File: src/rtl/ifetch_unit.sv
// Instruction fetch unit: single-outstanding request FSM feeding the IF/ID register.
// Optional performance counters are enabled with `define IFETCH_PERF_CNT_EN.
module ifetch_unit #(
  parameter int                 PC_SIZE   = 32,
  parameter int                 INST_SIZE = 32,
  parameter logic [PC_SIZE-1:0] RESET_PC  = '0
) (
  input  logic                 clk,
  input  logic                 reset,
  input  logic                 stall_in,
  input  logic                 redirect_valid,
  input  logic [PC_SIZE-1:0]   redirect_pc,
  output logic                 imem_req_valid,
  input  logic                 imem_req_ready,
  output logic [PC_SIZE-1:0]   imem_req_addr,
  input  logic                 imem_resp_valid,
  input  logic [INST_SIZE-1:0] imem_resp_data,
  output logic [PC_SIZE-1:0]   IFID_PCplus4_in,
  output logic [INST_SIZE-1:0] inst,
  output logic                 inst_valid,
  output logic [31:0]          fetch_count,
  output logic [31:0]          bubble_count
);

  localparam logic [INST_SIZE-1:0] BUBBLE = INST_SIZE'(32'hF0F0F0F0);

  typedef enum logic [1:0] {S_REQ, S_WAIT, S_OUT, S_DRAIN} state_t;

  typedef struct packed {
    logic                 valid;
    logic [PC_SIZE-1:0]   pc4;
    logic [INST_SIZE-1:0] inst;
  } ifid_t;

  state_t               state, state_n;
  logic [PC_SIZE-1:0]   pc, pc_plus4, redir_pc;
  ifid_t                ifid;
  logic                 load, release_out;
  logic                 unused_redir_lsb;

  // Instructions are word aligned; the low redirect bits carry no meaning here.
  assign redir_pc         = {redirect_pc[PC_SIZE-1:2], 2'b00};
  assign unused_redir_lsb = ^redirect_pc[1:0];
  assign pc_plus4         = pc + PC_SIZE'(4);

  always_ff @(posedge clk or negedge reset) begin
    if (!reset) state <= S_REQ;
    else        state <= state_n;
  end

  always_comb begin
    state_n = state;
    unique case (state)
      S_REQ:   if (!redirect_valid && imem_req_ready) state_n = S_WAIT;
      S_WAIT:  if (redirect_valid)       state_n = imem_resp_valid ? S_REQ : S_DRAIN;
               else if (imem_resp_valid) state_n = S_OUT;
      S_OUT:   if (redirect_valid || !stall_in) state_n = S_REQ;
      // The drained response always ends DRAIN, even alongside a redirect.
      S_DRAIN: if (imem_resp_valid) state_n = S_REQ;
      default: state_n = S_REQ;
    endcase
  end

  always_comb begin
    imem_req_valid = reset && (state == S_REQ) && !redirect_valid;
    imem_req_addr  = pc;
    load           = (state == S_WAIT) && imem_resp_valid && !redirect_valid;
    release_out    = (state == S_OUT) && (redirect_valid || !stall_in);
  end

  always_ff @(posedge clk or negedge reset) begin
    if (!reset)              pc <= RESET_PC;
    else if (redirect_valid) pc <= redir_pc;
    else if (load)           pc <= pc_plus4;
  end

  // pc4 is only rewritten on load so it holds through bubbles.
  always_ff @(posedge clk or negedge reset) begin
    if (!reset) begin
      ifid <= '{valid: 1'b0, pc4: '0, inst: BUBBLE};
    end else if (load) begin
      ifid <= '{valid: 1'b1, pc4: pc_plus4, inst: imem_resp_data};
    end else if (release_out) begin
      ifid.valid <= 1'b0;
      ifid.inst  <= BUBBLE;
    end
  end

  assign inst_valid      = ifid.valid;
  assign inst            = ifid.inst;
  assign IFID_PCplus4_in = ifid.pc4;

`ifdef IFETCH_PERF_CNT_EN
  logic [31:0] fcnt, bcnt;

  // A redirect flushes the presented instruction, so it is not counted as consumed.
  always_ff @(posedge clk or negedge reset) begin
    if (!reset) begin
      fcnt <= '0;
      bcnt <= '0;
    end else begin
      if (ifid.valid && !stall_in && !redirect_valid) fcnt <= fcnt + 32'd1;
      if (!ifid.valid)                                bcnt <= bcnt + 32'd1;
    end
  end

  assign fetch_count  = fcnt;
  assign bubble_count = bcnt;
`else
  assign fetch_count  = '0;
  assign bubble_count = '0;
`endif

endmodule

File: config.mk
export PLATFORM = sky130hd
export DESIGN_NAME = ifetch_unit
export DESIGN_NICKNAME = d
export VERILOG_FILES = /design/src/rtl/ifetch_unit.sv
export SDC_FILE = /design/constraint.sdc
export NUM_CORES = 1
export LEC_CHECK = 0
export ABC_AREA = 0
export CORE_AREA = 3 3 119 121
export CTS_CLUSTER_DIAMETER = 30
export DETAILED_ROUTE_END_ITERATION = 8
export DIE_AREA = 0 0 122 124
export PLACE_DENSITY_LB_ADDON = 0.25
export REMOVE_ABC_BUFFERS = 1
export SYNTH_ARGS = -nofsm -noshare
export SYNTH_HDL_FRONTEND = slang
export SYNTH_SLANG_ARGS = --single-unit
File: constraint.sdc
create_clock -name clk -period 1.83 [get_ports clk]
set_input_delay 0.2745 -clock clk [delete_from_list [all_inputs] [get_ports clk]]
set_output_delay 0.2745 -clock clk [all_outputs]
set_load 0.02 [all_outputs]
**Word-level counts from Yosys, hierarchy flattened**

Index checks and enable logic that the tools add are counted.

- Add/sub/neg operators: 1
- Multipliers: 0
- Div/mod/pow operators: 0
- $lt $le $gt $ge: 0
- Eq/ne operators: 7
- Shift operators: 0
- Muxes and demuxes: 13
- Bitwise logic cells: 0
- Reductions and logical operators: 13

Operators by type and width:

| kind | number |
|---|---|
| $mux 32 | 4 |
| $add 32x3->32 const B | 1 |
| $mux 2 | 6 |
| $pmux 2 s4 | 1 |
| $logic_and 1x1->1 | 6 |
| $ne 2x2->1 const B | 3 |
| $eq 2x2->1 const B | 2 |
| $reduce_and 4->1 | 1 |
| $reduce_bool 2->1 | 2 |
| $ne 3x3->1 const B | 1 |
| $eq 2x1->1 const B | 1 |
| $logic_not 1->1 | 2 |
| $logic_not 2->1 | 1 |
| $mux 1 | 2 |
| $logic_or 1x1->1 | 1 |

- Register bits: 99
- Latch bits: 0
- RAM bits: 0
- Memory bits (read-only): 0
- Bits of input ports: 70
- Output and inout port bits: 162
- Logic and storage cells: 39
- Memories: 0

**Depth between registers and ports, before layout**

- Depth in word-level cells: 5
- Depth in mapped cells: 7
- Gate-level depth less buffers: 6

**Least setup slack after synthesis**

Ideal clock, no wire load.

- Kind: reg2reg
- Start point: reg pc[2], in the netlist imem_req_addr[2]
- End point: reg pc[20], in the netlist imem_req_addr[20]
- Setup time: 0.069 ns
- Arrival: 1.828 ns
- Required time: 1.761 ns
- Path slack: -0.067 ns
- Stages on the path, launching flop included: 7
- Buffers on the path: 0
- Clock period less this slack: 1.897 ns
- Cells stage by stage: dfrtp_1 > ha_1 > and2_1 > nand4_4 > or3_4 > or3_1 > nand3_1

- Word-level cells in the longest chain between the ends: 3

Ends and longest elaborated chain:

| what | line | RTL |
|---|---|---|
| from (decl) | 36 | `logic [PC_SIZE-1:0] pc, pc_plus4, redir_pc;` |
| from (signal assigned) | 73 | `else if (redirect_valid) pc <= redir_pc;` |
| from (signal assigned) | 74 | `else if (load) pc <= pc_plus4;` |
| $add 32x3->32 | 44 | `assign pc_plus4 = pc + PC_SIZE'(4);` |
| $mux 32 | 74 |  |
| $mux 32 | 73 |  |

No other way between the ends. The select of a mux whose other input is x is not followed.
A chain may end at the register's enable or synchronous reset.

**Worst setup path after layout**

- Start point: reg, netlist name inst[7]
- End point: out inst[7]

RTL lines:

| what | line | RTL |
|---|---|---|
| to (decl) | 19 | `output logic [INST_SIZE-1:0] inst,` |

No word-level cell between the ends.

==> impl_metrics.json <==
{
  "avgViaCountPerCell": 4.71,
  "ff_latch_area_mm2": 0.00240,
  "outcome": "completed",
  "vias": 4064,
  "clockBufferDepth": 2,
  "start_kind": "flip-flop",
  "gr-total-overflow": 0,
  "wl_um": 13300,
  "synth_edf_count": 0,
  "ys_types": 45,
  "setup_viol": 0,
  "htreeDepth": 3,
  "yosysSeqAreaShare": 0.490,
  "worstMarginPinSlew_ns": 0.621,
  "synth_seq_cells": 95,
  "async_reset_ff_frac": 1.00,
  "period_minus_slack_ns": 1.77,
  "yosys-top-cells-count": "nand2_1 (82), dfrtp_1 (79), buf_4 (68)",
  "track_usage": 0.175,
  "fmax_mhz": 566,
  "cp.depth": 1,
  "cpMaxStageDelayCell": "clkdlybuf4s50_1",
  "worstRegToRegCells": 6,
  "stdcell_area_mm2": 0.00697,
  "fin_ws_ns": 0.0623,
  "areaGrowthSynthToFinish_pct": 42.4,
  "dp_worst_setup_slack_ns": -0.277,
  "postRouteAntennaNets": 0,
  "core_area_mm2": 0.0132,
  "io_buffer_count": 161,
  "arrival_ns": 1.49,
  "dieArea_mm2": 0.0151,
  "fillers": 1238,
  "initialDrtViolationCount": 230,
  "crit_chain": "clkdlybuf4s50_1",
  "antenna_found_initial": 0,
  "start_util": 0.371,
  "cp-end-kind": "output pin",
  "powerDensity_mw_per_mm2": 1120,
  "nets": 753,
  "path_buf_inv": 1,
  "synth_top_area_share": 0.404,
  "ctsHoldBuffers": 0,
  "fin_tns_setup_ns": 0,
  "utilization": 0.528,
  "ys_warn_count": 0,
  "drive_above_1_share": 0.125,
  "place_congestion": 0.799,
  "multi_input_area_mm2": 0.00212,
  "io_pins": 232,
  "slew_headroom": 0.586,
  "syn_inst": 501,
  "clock_latency_ns": 0.34,
  "maxSlewViolCount": 0,
  "synth_area_mm2": 0.00489,
  "critPathMaxStageDelay_ns": 0.62,
  "synth.area.top_cells": "dfrtp_1 (40%), buf_4 (10%), dfstp_2 (8.6%)",
  "hold_path.class": "primary input to async pin",
  "drc": 0,
  "skew_ns": 0.00762,
  "core.rowCount": 42,
  "cap_violations": 0,
  "die_w_um": 122,
  "rsz0062_at_grt": "false",
  "avgSynthCellArea_um2": 9.76,
  "ir_drop_mv": 0.491,
  "drt_first_pass_iters": 4,
  "routedWlPerCell_um": 15.4,
  "cp_max_fo": 2,
  "grt_pass1_vias": 4150,
  "detailed_place_hpwl_um": 9930,
  "clock_sinks": 95,
  "chipHeight_um": 124,
  "period_share": 0.966,
  "diodes": 0,
  "leakagePower_nw": 3.01,
  "yosysMostFrequentCell": "nand2_1",
  "critPathRequiredTime_ns": 1.56,
  "synth_top_cell_by_area": "dfrtp_1",
  "clk_pin_slew_worst_paths_ns": 0.07,
  "path_delay_family": "buffers and inverters",
  "timing_worst_setup_path_type": "flip-flop to output pin",
  "dpl_cell_area_mm2": 0.00667,
  "grt_max_degree": 50,
  "grt_pass1_wl_um": 20900,
  "hold_viol_final": 0,
  "whs_ns": 0.0830,
  "cts_made_buffers": 9,
  "root_buffer": "clkbuf_16",
  "synthFlopType": "dfrtp_1",
  "cts_tree": "built",
  "postCtsSetupRepairBufs": 0
}
-- metrics by stage --
stage / power [mW] / cells
after floorplan: 4.40 / 472
after global placement: 5.98 / 847
after detailed placement: 6.02 / 847
after CTS: 7.87 / 863
after global routing: 8.22 / 863
final: 7.77 / 863
-- cell usage in the layout (no fill, tap or decap), drive strengths merged, types with 3 or more instances in the layout --
| cell | netlist | routed |
|---|---|---|
| nor2 | 17 | 17 |
| and4 | 4 | 4 |
| nand2 | 82 | 82 |
| conb | 1 | 68 |
| clkbuf | 14 | 10 |
| buf | 82 | 40 |
| nand4 | 11 | 11 |
| nand3 | 15 | 15 |
| nor3 | 9 | 9 |
| and3 | 6 | 6 |
| a22o | 16 | 16 |
| or3 | 5 | 5 |
| o22a | 16 | 16 |
| dlymetal6s2s | 0 | 3 |
| nor2b | 5 | 5 |
| inv | 2 | 7 |
| clkdlybuf4s50 | 0 | 155 |
| a21oi | 4 | 4 |
| dfrtp | 79 | 79 |
| xnor2 | 19 | 19 |
| o21ai | 50 | 50 |
| xor2 | 22 | 22 |
| o221ai | 6 | 6 |
| dfstp | 16 | 16 |
-- report_power, final --
group	leakage, nW	internal, mW	switching (mW)
registers	1.16	2.69	0.336
logic	1.71	1.42	1.52
clock network	0.135	0.951	0.867
-- final timing paths --
kind | to | slack, ns | startpoint
min | imem_req_addr[26] | 0.08 | reset
max | inst[7] | 0.06 | inst[7]
max in group asynchronous | inst[2] | 0.70 | reset
max reg2reg | imem_req_addr[20] | 0.11 | imem_req_addr[2]
min in group clk | inst_valid | 0.37 | redirect_valid
min reg2reg | IFID_PCplus4_in[24] | 0.48 | IFID_PCplus4_in[24]
-- kinds of logic (layout without fill, tap and decap cells) --
family | count (synthesis) | after routing | share of synthesized area
other | 1 | 68 | 0.000767
AND/OR/NAND/NOR | 163 | 163 | 0.162
multiplexers | 2 | 2 | 0.00409
flip-flops | 95 | 95 | 0.490
adder cells (fa/ha/maj) | 1 | 1 | 0.00256
buffers and inverters | 98 | 217 | 0.130
AO/OA/AOI/OAI | 100 | 100 | 0.137
XOR/XNOR | 41 | 41 | 0.0734
-- registers in the layout (all words and copies together) (netlist names) --
name             cells
IFID_PCplus4_in     30
inst_valid           1
inst                32
state                2
imem_req_addr       30
-- metal layers --
layer,global-route usage,vias up,wire length (um)
li1,-,1949,-
met1,0.220,1960,5550
met2,0.298,139,6630
met3,0.0431,16,895
met4,0.0532,0,179
met5,0,-,0
-- timing repair --
item | CTS | global route
setup endpoints to repair | 2 | 37
resized for setup | 2 | 9
endpoints found under the hold margin | 0 | 0
-- cell type report --
type / instances / share of cell area
Clock buffer: 9 / 0.0323
Clock inverter: 7 / 0.00880
Inverter: 2 / 0.00108
Multi-Input combinational cell: 375 / 0.305
Sequential cell: 95 / 0.344
Tap cell: 176 / 0.0316
Timing Repair Buffer: 199 / 0.277
No activity file was read; power rests on OpenSTA's default activity.
